File: src/rtl/pipeline_ctrl_if.sv
// -----------------------------------------------------------------------------
// pipeline_ctrl_if
//   Control-plane bundle between the datapath / hazard unit and pipeline_ctrl.
//
//   modport master : datapath side. Drives stall, hazard, redirect and halt
//                    requests, and observes PC plus per-register gating.
//   modport slave  : pipeline_ctrl. Consumes requests, drives PC and gating.
//
//   master -> slave : ext_stall, load_use_hz, redirect, redirect_pc, halt_dec
//   slave -> master : pc, stage_en, stage_bubble, stage_valid, halted, state
// -----------------------------------------------------------------------------
interface pipeline_ctrl_if #(
   parameter int PC_W = 9,
   parameter int NREG = 4
);
   logic            ext_stall;
   logic            load_use_hz;
   logic            redirect;
   logic [PC_W-1:0] redirect_pc;
   logic            halt_dec;

   logic [PC_W-1:0] pc;
   logic [NREG-1:0] stage_en;
   logic [NREG-1:0] stage_bubble;
   logic [NREG-1:0] stage_valid;
   logic            halted;
   logic [1:0]      state;

   modport master (
      output ext_stall, load_use_hz, redirect, redirect_pc, halt_dec,
      input  pc, stage_en, stage_bubble, stage_valid, halted, state
   );

   modport slave (
      input  ext_stall, load_use_hz, redirect, redirect_pc, halt_dec,
      output pc, stage_en, stage_bubble, stage_valid, halted, state
   );
endinterface

File: src/rtl/pipeline_ctrl.sv
// -----------------------------------------------------------------------------
// pipeline_ctrl
//   Control plane of an NREG-deep in-order pipeline. Owns the fetch PC, the
//   per-register valid bits and halt tags, and tells the datapath, per pipe
//   register, whether to capture this cycle and whether to capture a NOP.
//   A RUN / DRAIN / HALTED state machine lets a halt instruction retire
//   cleanly before the core freezes.
//
//   Cycle priority: ext_stall > redirect > load_use_hz > halt/drain > advance.
//
// Ports
//   clk    in  rising-edge clock
//   reset  in  asynchronous, active-high
//   bus    pipeline_ctrl_if.slave
//            ext_stall, load_use_hz, redirect, redirect_pc, halt_dec (in)
//            pc, stage_en, stage_bubble, stage_valid, halted, state  (out)
//   cyc_cnt, ret_cnt, stall_cnt, flush_cnt  (out, 32 b, only with the
//            PIPE_PERF_CNT_EN macro defined; saturating event counters)
//
// Build option
//   PIPE_PERF_CNT_EN : define to add the performance counters.
// -----------------------------------------------------------------------------
module pipeline_ctrl #(
   parameter int PC_W     = 9,
   parameter int NREG     = 4,   // legal 3..8
   parameter int EX_IDX   = 1,   // pipe register whose contents are in EX
   parameter int RESET_PC = 0
) (
   input logic            clk,
   input logic            reset,
   pipeline_ctrl_if.slave bus
`ifdef PIPE_PERF_CNT_EN
   ,
   output logic [31:0]    cyc_cnt,
   output logic [31:0]    ret_cnt,
   output logic [31:0]    stall_cnt,
   output logic [31:0]    flush_cnt
`endif
);

   typedef enum logic [1:0] {
      ST_RUN    = 2'b00,
      ST_DRAIN  = 2'b01,
      ST_HALTED = 2'b10
   } state_t;

   localparam logic [PC_W-1:0] PC_RST = PC_W'(RESET_PC);
   localparam logic [PC_W-1:0] PC_INC = PC_W'(4);

   state_t          state_q;
   logic            halted_q;
   logic [PC_W-1:0] pc_q, pc_d;
   logic [NREG-1:0] valid_q, valid_d, valid_src;
   logic [NREG-1:1] hb_q, hb_d, hb_src;   // halt tags; reg 0's tag is halt_dec itself
   logic [NREG-1:0] en, bub;

   logic frozen, do_redirect, do_load_use, do_advance, do_halt;

   // --------------------------------------------------------------------------
   // Decide which single action wins this cycle.
   // --------------------------------------------------------------------------
   // NOTE: every always_comb output gets a default before any branch; a path
   // that leaves a signal unassigned would infer a latch.
   always_comb begin
      frozen      = (state_q == ST_HALTED) || bus.ext_stall;
      do_redirect = !frozen && bus.redirect;
      do_load_use = !frozen && !bus.redirect && bus.load_use_hz;
      do_advance  = !frozen && !bus.redirect && !bus.load_use_hz;
      // A halt only counts when reg 0 really holds an instruction.
      do_halt     = do_advance && (state_q == ST_RUN) && bus.halt_dec && valid_q[0];
   end

   // --------------------------------------------------------------------------
   // Per-register capture enable / bubble strobes.
   // --------------------------------------------------------------------------
   always_comb begin
      en  = '0;
      bub = '0;
      for (int k = 0; k < NREG; k++) begin
         if (reset) begin
            bub[k] = 1'b1;
         end else if (do_redirect) begin
            // Everything at or younger than the branch is wrong-path.
            en[k]  = 1'b1;
            bub[k] = (k <= EX_IDX);
         end else if (do_load_use) begin
            // Younger regs and PC wait; one NOP is inserted behind the load.
            en[k]  = (k >= EX_IDX);
            bub[k] = (k == EX_IDX);
         end else if (do_advance) begin
            // During drain (and on the halt cycle itself) nothing new is fetched.
            en[k]  = 1'b1;
            bub[k] = (k == 0) && ((state_q == ST_DRAIN) || do_halt);
         end
      end
   end

   // --------------------------------------------------------------------------
   // Next valid bits, halt tags and PC.
   // --------------------------------------------------------------------------
   assign valid_src = {valid_q[NREG-2:0], 1'b1};
   assign hb_src    = {hb_q[NREG-2:1], do_halt};

   always_comb begin
      valid_d = valid_q;
      hb_d    = hb_q;
      for (int k = 0; k < NREG; k++) begin
         if (en[k]) valid_d[k] = valid_src[k] & ~bub[k];
      end
      for (int k = 1; k < NREG; k++) begin
         if (en[k]) hb_d[k] = hb_src[k] & ~bub[k];
      end

      pc_d = pc_q;
      if (do_redirect)
         pc_d = bus.redirect_pc;
      else if (do_advance && (state_q == ST_RUN) && !do_halt)
         pc_d = pc_q + PC_INC;   // wraps mod 2^PC_W
   end

   // --------------------------------------------------------------------------
   // State register and halt FSM.
   // --------------------------------------------------------------------------
   // NOTE: sequential state uses non-blocking assignments so every register
   // samples the pre-edge values, independent of statement order.
   always_ff @(posedge clk or posedge reset) begin
      if (reset) begin
         state_q  <= ST_RUN;
         halted_q <= 1'b0;
         pc_q     <= PC_RST;
         valid_q  <= '0;
         hb_q     <= '0;
      end else begin
         pc_q    <= pc_d;
         valid_q <= valid_d;
         hb_q    <= hb_d;
         if (!frozen) begin
            if ((state_q == ST_DRAIN) && hb_q[NREG-1] && en[NREG-1]) begin
               state_q  <= ST_HALTED;
               halted_q <= 1'b1;
            end else if (do_halt) begin
               state_q <= ST_DRAIN;
            end else if ((state_q == ST_DRAIN) && do_redirect && (hb_d == '0)) begin
               // The halt was younger than the branch and got flushed.
               state_q <= ST_RUN;
            end
         end
      end
   end

   assign bus.pc           = pc_q;
   assign bus.stage_en     = en;
   assign bus.stage_bubble = bub;
   assign bus.stage_valid  = valid_q;
   assign bus.halted       = halted_q;
   assign bus.state        = state_q;

`ifdef PIPE_PERF_CNT_EN
   // --------------------------------------------------------------------------
   // Saturating performance counters.
   // --------------------------------------------------------------------------
   function automatic logic [31:0] sat_inc(input logic [31:0] v, input logic inc);
      return (inc && (v != 32'hFFFF_FFFF)) ? v + 32'd1 : v;
   endfunction

   always_ff @(posedge clk or posedge reset) begin
      if (reset) begin
         cyc_cnt   <= '0;
         ret_cnt   <= '0;
         stall_cnt <= '0;
         flush_cnt <= '0;
      end else begin
         cyc_cnt   <= sat_inc(cyc_cnt, state_q != ST_HALTED);
         ret_cnt   <= sat_inc(ret_cnt, valid_q[NREG-1] && en[NREG-1]);
         stall_cnt <= sat_inc(stall_cnt, (state_q != ST_HALTED) && (bus.ext_stall || do_load_use));
         flush_cnt <= sat_inc(flush_cnt, do_redirect);
      end
   end
`endif

endmodule

File: src/flat_wrapper.sv
// flat-port wrapper written by rule: the top's interface ports become plain ports
module pipeline_ctrl_flat 
#(
   parameter int PC_W     = 9,
   parameter int NREG     = 4,                
   parameter int EX_IDX   = 1,                                            
   parameter int RESET_PC = 0
)
  (clk, reset, bus_ext_stall, bus_load_use_hz, bus_redirect, bus_redirect_pc, bus_halt_dec, bus_pc, bus_stage_en, bus_stage_bubble, bus_stage_valid, bus_halted, bus_state);
  pipeline_ctrl_if #(.PC_W(PC_W), .NREG(NREG)) bus_i ();
  input logic clk;
  input logic reset;
  input wire logic [$bits(bus_i.ext_stall)-1:0] bus_ext_stall;
  input wire logic [$bits(bus_i.load_use_hz)-1:0] bus_load_use_hz;
  input wire logic [$bits(bus_i.redirect)-1:0] bus_redirect;
  input wire logic [$bits(bus_i.redirect_pc)-1:0] bus_redirect_pc;
  input wire logic [$bits(bus_i.halt_dec)-1:0] bus_halt_dec;
  output wire logic [$bits(bus_i.pc)-1:0] bus_pc;
  output wire logic [$bits(bus_i.stage_en)-1:0] bus_stage_en;
  output wire logic [$bits(bus_i.stage_bubble)-1:0] bus_stage_bubble;
  output wire logic [$bits(bus_i.stage_valid)-1:0] bus_stage_valid;
  output wire logic [$bits(bus_i.halted)-1:0] bus_halted;
  output wire logic [$bits(bus_i.state)-1:0] bus_state;
  assign bus_i.ext_stall = bus_ext_stall;
  assign bus_i.load_use_hz = bus_load_use_hz;
  assign bus_i.redirect = bus_redirect;
  assign bus_i.redirect_pc = bus_redirect_pc;
  assign bus_i.halt_dec = bus_halt_dec;
  assign bus_pc = bus_i.pc;
  assign bus_stage_en = bus_i.stage_en;
  assign bus_stage_bubble = bus_i.stage_bubble;
  assign bus_stage_valid = bus_i.stage_valid;
  assign bus_halted = bus_i.halted;
  assign bus_state = bus_i.state;
  pipeline_ctrl #(.PC_W(PC_W), .NREG(NREG), .EX_IDX(EX_IDX), .RESET_PC(RESET_PC)) u_core (.clk(clk), .reset(reset), .bus(bus_i));
endmodule
File: config.mk
export PLATFORM = sky130hd
export DESIGN_NAME = pipeline_ctrl_flat
export DESIGN_NICKNAME = d
export VERILOG_FILES = /design/src/rtl/pipeline_ctrl_if.sv /design/src/rtl/pipeline_ctrl.sv /design/src/flat_wrapper.sv
export SDC_FILE = /design/constraint.sdc
export NUM_CORES = 1
export LEC_CHECK = 0
export BUFFER_PORTS_ARGS = -buffer_cell sky130_fd_sc_hd__clkbuf_2
export CAP_MARGIN = 20
export CELL_PAD_IN_SITES_DETAIL_PLACEMENT = 0
export CELL_PAD_IN_SITES_GLOBAL_PLACEMENT = 1
export CORE_ASPECT_RATIO = 1.25
export CORE_MARGIN = 2
export CORE_UTILIZATION = 30
export DETAILED_ROUTE_END_ITERATION = 12
export MAX_ROUTING_LAYER = met4
export PLACE_DENSITY_LB_ADDON = 0.1
export SKIP_LAST_GASP = 1
export SYNTH_ARGS = -nofsm -noshare
export SYNTH_HDL_FRONTEND = slang
export SYNTH_SLANG_ARGS = --single-unit
File: constraint.sdc
create_clock -name clk -period 4.2 [get_ports clk]
set_input_delay 0.42 -clock clk [delete_from_list [all_inputs] [get_ports clk]]
set_output_delay 0.42 -clock clk [all_outputs]
set_load 0.01 [all_outputs]
==> flow_summary.json, run 1 <==
{
  "critical-path-slowest-cell": "or3_1",
  "row_count": 22,
  "die_w_um": 54.5,
  "synth_nets": 109,
  "synth_area_um2": 957,
  "hpwl_um": 1560,
  "wl_per_cell_um": 12.2,
  "tritoncts": "built",
  "critPathRequiredTime_ns": 3.78,
  "globalplace.congestion": 0.721,
  "setup_violations": 0,
  "drt_iter0_drc": 5,
  "path_buf_inv": 1,
  "total_power_mw": 0.319,
  "crit_cells": 4,
  "max_cap_viol_count": 0,
  "status": "completed",
  "peakVddDrop_mv": 0.146,
  "numCtsBuffers": 3,
  "yosys.area.top_type_share_pct": 49.7,
  "drc_errors": 0,
  "vias": 802,
  "initial_core_util_pct": 31.9,
  "postRouteWirelength_um": 2020,
  "layout.cells.non_filler": 165,
  "dp.cells": 161,
  "p_leak_nw": 0.619,
  "synth_seq_cells": 19,
  "setup_tns_ns": 0,
  "hold_viol": 0,
  "cts_setup_buffers": 0,
  "die_y_um": 67.2,
  "netlist_instances": 93,
  "htreeDepth": 1,
  "grt_max_degree": 22,
  "relSlewSlack_pct": 47.5,
  "criticalPathCategory": "flop to output port",
  "post-route-period-util_pct": 55.3,
  "crit_path_end_kind": "output port",
  "min_period_ns": 2.32,
  "grt_pass1_vias": 822,
  "synth.avg_cell_area_um2": 10.3,
  "worstPathMaxFanout": 18,
  "rsz0062_at_grt": "no",
  "area_growth_syn_to_layout_pct": 23.5,
  "clk_latency_ns": 0.29,
  "seq_area_frac_synth_pct": 49.7,
  "final_antenna_net_count": 0,
  "numClockSinks": 19,
  "finClkSkew_ns": 0.00932,
  "grt_pass1_wl_um": 3480,
  "fin_nets": 146,
  "holdBufCountCts": 0,
  "gr-total-overflow": 0,
  "startpoint_type": "flop",
  "layout-drive-gt1-share_pct": 39.5,
  "cts_root_buf": "clkbuf_4",
  "power.density_nw_per_um2": 270,
  "drt_pass1_iterations": 2,
  "port_buffers": 38,
  "cp_cell_sequence": "nor2b_1 > or3_1 > nand3_1 > clkbuf_2",
  "antenna_found_initial": 0,
  "max_stage_delay_ns": 0.53,
  "synth_cell_types": 29,
  "yosys.area.top_type": "dfrtp_1",
  "ioPinCount": 39,
  "fmax_mhz": 431,
  "dieArea_um2": 3660,
  "fp.coreArea_um2": 3000,
  "antenna_cells": 0,
  "cts_resized": 0,
  "yosys-top-cells-area": "dfrtp_1, mux2_2, xor2_1",
  "critPathTopFamily": "simple AND/OR/NAND/NOR gates",
  "clk_pin_slew_ns": 0.11,
  "grt_util_all_layers_pct": 13.4,
  "max-clock-path-buffers": 2,
  "r2r_cells": 3,
  "final_core_util_pct": 39.4,
  "vias_per_cell": 4.86,
  "yosysWarnings": 0,
  "hold_path.class": "input port to asynchronous set/reset pin",
  "finalMaxSlewViolations": 0,
  "arrival_ns": 1.90,
  "worstMarginPinSlew_ns": 0.786
}
registers in the layout (all words and copies together), names as in the netlist:
name	flops
u_core.bus.halted	1
u_core.bus.pc	9
u_core.bus.stage_valid	4
u_core.bus.state	2
u_core.hb_q	3
area by class of cell:
type / instances / area, um^2
inverters: 6 / 22.5
fillers: 319 / 1820
clock inverters: 1 / 5.00
clock buffers: 3 / 22.5
flip-flops and latches: 19 / 475
multi-input cells: 61 / 414
repair buffers: 39 / 198
well taps: 36 / 45.0
per-layer routing:
layer  vias to the layer above  share of wire (%)  wire, um  GRT usage (%)
met5                         -                  0         0              -
li1                        394                  -         -              -
met1                       380                 42       852           14.2
met2                        26                 51      1020           23.9
met3                         2                5.9       119           2.21
met4                         0                1.3        26           5.63
path summary, 6_finish.rpt:
kind,start,slack (ns),to
worst max-delay path,u_core.bus.state[1],1.88,bus_stage_bubble[0]
worst min-delay path,reset,0.29,u_core.bus.stage_valid[0]
worst max register to register,u_core.bus.state[1],2.44,u_core.bus.pc[0]
worst min register to register,u_core.bus.halted,0.49,u_core.bus.halted
max in group asynchronous,reset,3.41,u_core.hb_q[3]
min in group clk,bus_redirect_pc[0],0.36,u_core.bus.pc[0]
cells by family (layout without fill, tap and decap cells):
kind of cell	count (synthesis)	in the layout	synth area share (%)
simple gates	31	31	19.0
flops	19	19	49.7
compound gates	17	17	10.2
buf+inv	13	49	7.06
mux	8	8	9.15
xor+xnor	4	4	3.66
fa+ha+maj	1	1	1.31
synth_stat cells:
library cell	number
o31ai_1	1
a21oi_1	6
o22ai_1	2
mux2i_1	2
nor2b_1	1
nor4_4	1
nand4b_1	1
a21boi_0	1
dfrtp_1	19
buf_4	4
nand2_1	5
or4_1	1
nand4_1	1
ha_1	1
a31oi_1	2
inv_1	6
or3_1	3
mux2_2	6
and3_1	2
and2_1	1
buf_2	3
xor2_1	4
o21bai_1	1
nor3_1	1
nor2_1	8
or2b_1	1
nand3_1	4
nand4_2	1
o21ai_0	4
where the power goes:
| part | total, mW | internal [mW] | switching (mW) | leakage (nW) |
|---|---|---|---|---|
| registers | 0.194 | 0.189 | 0.00563 | 0.240 |
| logic | 0.0349 | 0.0153 | 0.0196 | 0.361 |
| clock network | 0.0900 | 0.0353 | 0.0547 | 0.0177 |
worst register-to-register path, stage by stage (launching register included):
cell	delay (ns)
dfrtp_1	0.47
nor2b_1	0.25
or3_1	0.53
mux2_2	0.41
cells in the final DEF, fill, tap and decap left out, types with 2 or more instances in the layout:
cell type  instances
a21oi_1            6
a31oi_1            2
dfrtp_1           19
mux2i_1            2
nand2_1            5
o22ai_1            2
mux2_2             6
inv_1              6
or3_1              3
clkbuf_2          38
and3_1             2
xor2_1             4
nor2_1             8
clkbuf_4           3
o21ai_0            4
nand3_1            4
stage by stage:
step	setup slack (ns)	hold slack, ns	cell area [um^2]
global placement	2.16	0.466	1150
finish	1.88	0.292	1180
CTS	1.85	0.320	1180
detailed placement	2.16	0.470	1150
floorplan	2.53	0.388	957
global route	1.64	0.334	1180
Power figures use the tool's default switching activity.
==> inputs of run 2 (changes only) <==
==> constraint.sdc (replaced) <==
create_clock -name clk -period 1.88 [get_ports clk]
set_input_delay 0.188 -clock clk [delete_from_list [all_inputs] [get_ports clk]]
set_output_delay 0.188 -clock clk [all_outputs]
set_load 0.01 [all_outputs]
==> run 2 against run 1 <==
Compared with the run above:
- non-clock buffer count rose by 8
- power rose by 130%
- sequential power rose by 120%
- flip-flop and latch count did not move
- cell count rose by 4.8%
- worst hold slack got worse by 0.17 ns
- global-route usage rose by 0.51 points
- core utilization rose by 2.4 points
- cell area rose by 6.1%
==> flow_summary.json, run 2 (synthesis results as in run 1) <==
{
  "criticalPathCategory": "flop to output port",
  "max_cap_viol_count": 0,
  "tritoncts": "built",
  "final_common_cell": "clkbuf_2",
  "final_antenna_net_count": 0,
  "finClkSkew_ns": 0.000910,
  "finalMaxSlewViolations": 0,
  "clk_latency_ns": 0.29,
  "worstPathMaxFanout": 11,
  "drt_pass1_iterations": 2,
  "post-place-ws_ns": 0.144,
  "post-route-period-util_pct": 95.3,
  "crit_path_end_kind": "output port",
  "grt_util_all_layers_pct": 13.9,
  "area_growth_syn_to_layout_pct": 31.1,
  "relSlewSlack_pct": 78.3,
  "fmax_mhz": 558,
  "numCtsBuffers": 3,
  "row_count": 22,
  "holdWs_ns": 0.120,
  "drc_errors": 0,
  "postRouteWirelength_um": 2110,
  "layout-drive-gt1-share_pct": 44.5,
  "initial_core_util_pct": 31.9,
  "setup_violations": 0,
  "grt_max_degree": 13,
  "die_w_um": 54.5,
  "final_core_util_pct": 41.8,
  "antenna_found_initial": 0,
  "hold_path.class": "input port to flop",
  "wl_per_cell_um": 12.2,
  "numClockSinks": 19,
  "largest_register_ffs": 9,
  "min_period_ns": 1.79,
  "globalplace.congestion": 0.701,
  "arrival_ns": 1.60,
  "fin_ws_ns": 0.0879,
  "final_cell_mix": "clkbuf_2, dfrtp_1, nor2_1, buf_4",
  "dp.cells": 165,
  "port_buffers": 38,
  "status": "completed",
  "clk_pin_slew_ns": 0.11,
  "startpoint_type": "flop",
  "power.density_nw_per_um2": 580,
  "dieArea_um2": 3660,
  "rsz0062_at_grt": "no",
  "die_y_um": 67.2,
  "hold_viol": 0,
  "peakVddDrop_mv": 0.249,
  "grt_pass1_wl_um": 3600,
  "max-clock-path-buffers": 2,
  "grt_pass1_vias": 802,
  "vias": 833,
  "vias_per_cell": 4.82,
  "ioPinCount": 39,
  "antenna_cells": 0,
  "p_leak_nw": 0.660,
  "worstMarginPinSlew_ns": 0.322,
  "htreeDepth": 1,
  "fin_nets": 154,
  "layout.cells.non_filler": 173,
  "critPathRequiredTime_ns": 1.69,
  "setup_tns_ns": 0,
  "drt_iter0_drc": 3,
  "hpwl_um": 1690,
  "fp.coreArea_um2": 3000,
  "cts_root_buf": "clkbuf_4",
  "gr-total-overflow": 0
}
-- run 2: cell count changes in the layout (fill, tap and decap cells not counted), sizes merged --
cell,change
buf,+7
dlygate4sd3,+1
-- run 2: what timing repair did --
| item | in CTS | in global routing |
|---|---|---|
| hold endpoints to repair | 19 | 0 |
| pin swaps | 1 | 1 |
| endpoints found under the setup margin | 2 | 2 |
| setup buffers | 0 | 3 |
| gates resized for setup | 2 | 2 |
| hold buffers | 1 | 0 |
-- run 2: power by group --
group,internal (mW),switching (mW)
Sequential,0.422,0.0131
Combinational,0.0400,0.0459
Clock,0.0792,0.128
Total,0.541,0.187
-- run 2: layout make-up --
class	count	area (um^2)
Clock inverter	1	5.00
Tap cell	36	45.0
Multi-Input combinational cell	61	423
Inverter	6	22.5
Clock buffer	3	22.5
Fill cell	312	1750
Timing Repair Buffer	47	260
Sequential cell	19	477
-- run 2: path summary, 6_finish.rpt --
path / end / slack [ns] / startpoint / cells after the start
max in group asynchronous: u_core.bus.state[1] / 1.25 / reset / 4
min in group asynchronous: u_core.bus.stage_valid[2] / 0.47 / reset / 4
min reg2reg: u_core.bus.halted / 0.49 / u_core.bus.halted / 1
max: bus_stage_bubble[0] / 0.09 / u_core.bus.state[1] / 4
max reg2reg: u_core.bus.pc[7] / 0.26 / u_core.bus.state[1] / 5
min: u_core.bus.pc[1] / 0.12 / bus_redirect_pc[1] / 2
-- run 2: per-layer routing --
metal / part of all wire (%) / global-route usage (%) / vias up
li1: - / - / 408
met1: 45 / 16.7 / 393
met2: 49 / 22.1 / 28
met3: 4.8 / 1.99 / 4
met4: 1.7 / 7.50 / 0
met5: 0 / - / -
-- run 2: stage by stage --
stage / area (um^2) / power [mW]
finish: 1250 / 0.728
global route: 1250 / 0.775
CTS: 1230 / 0.739
detailed placement: 1180 / 0.529
global placement: 1180 / 0.527
floorplan: 957 / 0.481
-- run 2: worst max-delay path, stage by stage (launching register included) --
cell,delay [ns]
dfrtp_2,0.45
nor2b_1,0.16
or3_4,0.41
nand3_1,0.15
clkbuf_2,0.15
==> inputs of run 3 (changes only) <==
--- a/config.mk
+++ b/config.mk
@@ -12,9 +12,10 @@
 export CORE_ASPECT_RATIO = 1.25
 export CORE_MARGIN = 2
 export CORE_UTILIZATION = 30
+export CTS_BUF_LIST = sky130_fd_sc_hd__clkbuf_2
 export DETAILED_ROUTE_END_ITERATION = 12
 export MAX_ROUTING_LAYER = met4
-export PLACE_DENSITY_LB_ADDON = 0.1
+export PLACE_DENSITY = 0.82
 export SKIP_LAST_GASP = 1
 export SYNTH_ARGS = -nofsm -noshare
 export SYNTH_HDL_FRONTEND = slang
==> run 3 against run 2 <==
Compared with the run above:
- wire length down 4.5%
- power down 5.3%
- count of clock-buffer cells in the layout up 1
- largest cell class unchanged
- flip-flop and latch count unchanged
- combinational power down 4.0%
- maximum frequency up 2.0%
- setup slack better by 0.035 ns
- critical path type unchanged
- sequential share of layout area up 1.2 points
- die area unchanged
- cell area down 3.0%
- worst hold slack worse by 0.0065 ns
==> flow_summary.json, run 3 (synthesis results as in run 1) <==
{
  "drt_pass1_iterations": 3,
  "htreeDepth": 1,
  "row_count": 22,
  "rr_startpoint": "u_core.bus.state[1]",
  "peakVddDrop_mv": 0.300,
  "fillers": 306,
  "antenna_found_initial": 0,
  "final_core_util_pct": 40.6,
  "fmax_mhz": 569,
  "design_area_um2": 1220,
  "cp-startpoint": "u_core.bus.state[1]",
  "multi_input_area_um2": 423,
  "power.density_nw_per_um2": 566,
  "r2r_cells": 5,
  "drt_iter0_drc": 10,
  "drc_errors": 0,
  "grt_util_all_layers_pct": 12.2,
  "final_common_cell": "clkbuf_2",
  "setup_tns_ns": 0,
  "clk_latency_ns": 0.29,
  "fin_nets": 150,
  "startpoint_type": "flop",
  "worstPathMaxFanout": 6,
  "postRouteWirelength_um": 2010,
  "rsz0062_at_grt": "no",
  "die_w_um": 54.5,
  "numClockSinks": 19,
  "cts_root_buf": "clkbuf_2",
  "arrival_ns": 1.57,
  "die_y_um": 67.2,
  "globalplace.congestion": 0.817,
  "area_growth_syn_to_layout_pct": 27.2,
  "worstMarginPinSlew_ns": 0.451,
  "dieArea_um2": 3660,
  "status": "completed",
  "tritoncts": "built",
  "final_antenna_net_count": 0,
  "port_buffers": 38,
  "register_area_um2": 477,
  "finClkSkew_ns": 0.0120,
  "antenna_cells": 0,
  "gr-total-overflow": 0,
  "hold_path.class": "input port to flop",
  "relSlewSlack_pct": 70.0,
  "layout-drive-gt1-share_pct": 42.9,
  "criticalPathCategory": "flop to output port",
  "grt_pass1_wl_um": 3190,
  "crit_path_end_kind": "output port",
  "worstHoldPathCells": 3,
  "hpwl_um": 1640,
  "largest_register_ffs": 9,
  "endpoint": "bus_stage_bubble[0]",
  "critPathRequiredTime_ns": 1.69,
  "max_cap_viol_count": 0,
  "clk_pin_slew_ns": 0.17,
  "finalMaxSlewViolations": 0,
  "vias": 809,
  "numCtsBuffers": 3,
  "reg2reg_setup_slack_ns": 0.23,
  "post-route-period-util_pct": 93.5,
  "grt_max_degree": 15,
  "min_period_ns": 1.76,
  "place_area_um2": 1170,
  "fp.coreArea_um2": 3000,
  "vias_per_cell": 4.79,
  "grt_pass1_vias": 732,
  "p_leak_nw": 0.639,
  "ioPinCount": 39,
  "max-clock-path-buffers": 2,
  "final_cell_mix": "clkbuf_2, dfrtp_1, nor2_1",
  "hold_viol": 0,
  "timing.rr.end": "u_core.bus.pc[7]",
  "setup_violations": 0,
  "wl_per_cell_um": 11.9,
  "initial_core_util_pct": 31.9
}
-- run 3: how the worst min path moves through the flow --
stage                             from                   endpoint  slack (ns)
floorplan                        reset          u_core.bus.halted        0.16
global placement                 reset  u_core.bus.stage_valid[0]        0.23
detailed placement               reset  u_core.bus.stage_valid[0]        0.25
CTS                 bus_redirect_pc[4]           u_core.bus.pc[4]        0.09
global route        bus_redirect_pc[0]           u_core.bus.pc[0]        0.11
finish              bus_redirect_pc[4]           u_core.bus.pc[4]        0.11
-- run 3: layout make-up --
| cell class | instances | share of cell area (%) |
|---|---|---|
| multi-input combinational | 61 | 34.7 |
| timing repair buffer | 43 | 18.9 |
| sequential | 19 | 39.2 |
| tap | 36 | 3.70 |
| clock buffer | 4 | 1.64 |
| inverter | 6 | 1.85 |
-- run 3: report_power, final --
| group | internal [mW] | leakage [nW] | switching [mW] | total, mW |
|---|---|---|---|---|
| clock | 0.0564 | 0.0166 | 0.115 | 0.171 |
| sequential | 0.422 | 0.240 | 0.0133 | 0.436 |
| combinational | 0.0368 | 0.383 | 0.0457 | 0.0825 |
| total | 0.515 | 0.639 | 0.174 | 0.690 |
-- run 3: worst max-delay path, stage by stage (launching register included) --
cell and delay, ns:
dfrtp_2 0.48, nor2b_1 0.17, or3_4 0.38, nand3_1 0.12, clkbuf_2 0.14
-- run 3: stage by stage --
step                      worst slack [ns]  total power, mW  cells  hold slack, ns
after CTS                           0.0189            0.702    168          0.0927
final                                0.123            0.690    169           0.113
after detailed placement             0.160            0.525    163           0.246
after global routing               0.00742            0.724    169           0.109
after floorplan                      0.278            0.481     93           0.156
after global placement               0.251            0.522    163           0.230
-- run 3: what timing repair did --
action	CTS	global route
setup endpoints to repair	1	2
hold buffers	1	0
endpoints found under the hold margin	8	0
pin swaps	1	1
gates resized for setup	1	3
setup buffers	0	1
-- run 3: per-layer routing --
layer | GRT usage (%) | share of wire, % | routed length (um) | up-vias
met5 | - | 0 | 0 | -
met2 | 18.4 | 47 | 938 | 32
met3 | 1.99 | 6.4 | 128 | 4
met1 | 16.0 | 45 | 898 | 374
li1 | - | - | - | 399
met4 | 5.31 | 2.4 | 48 | 0
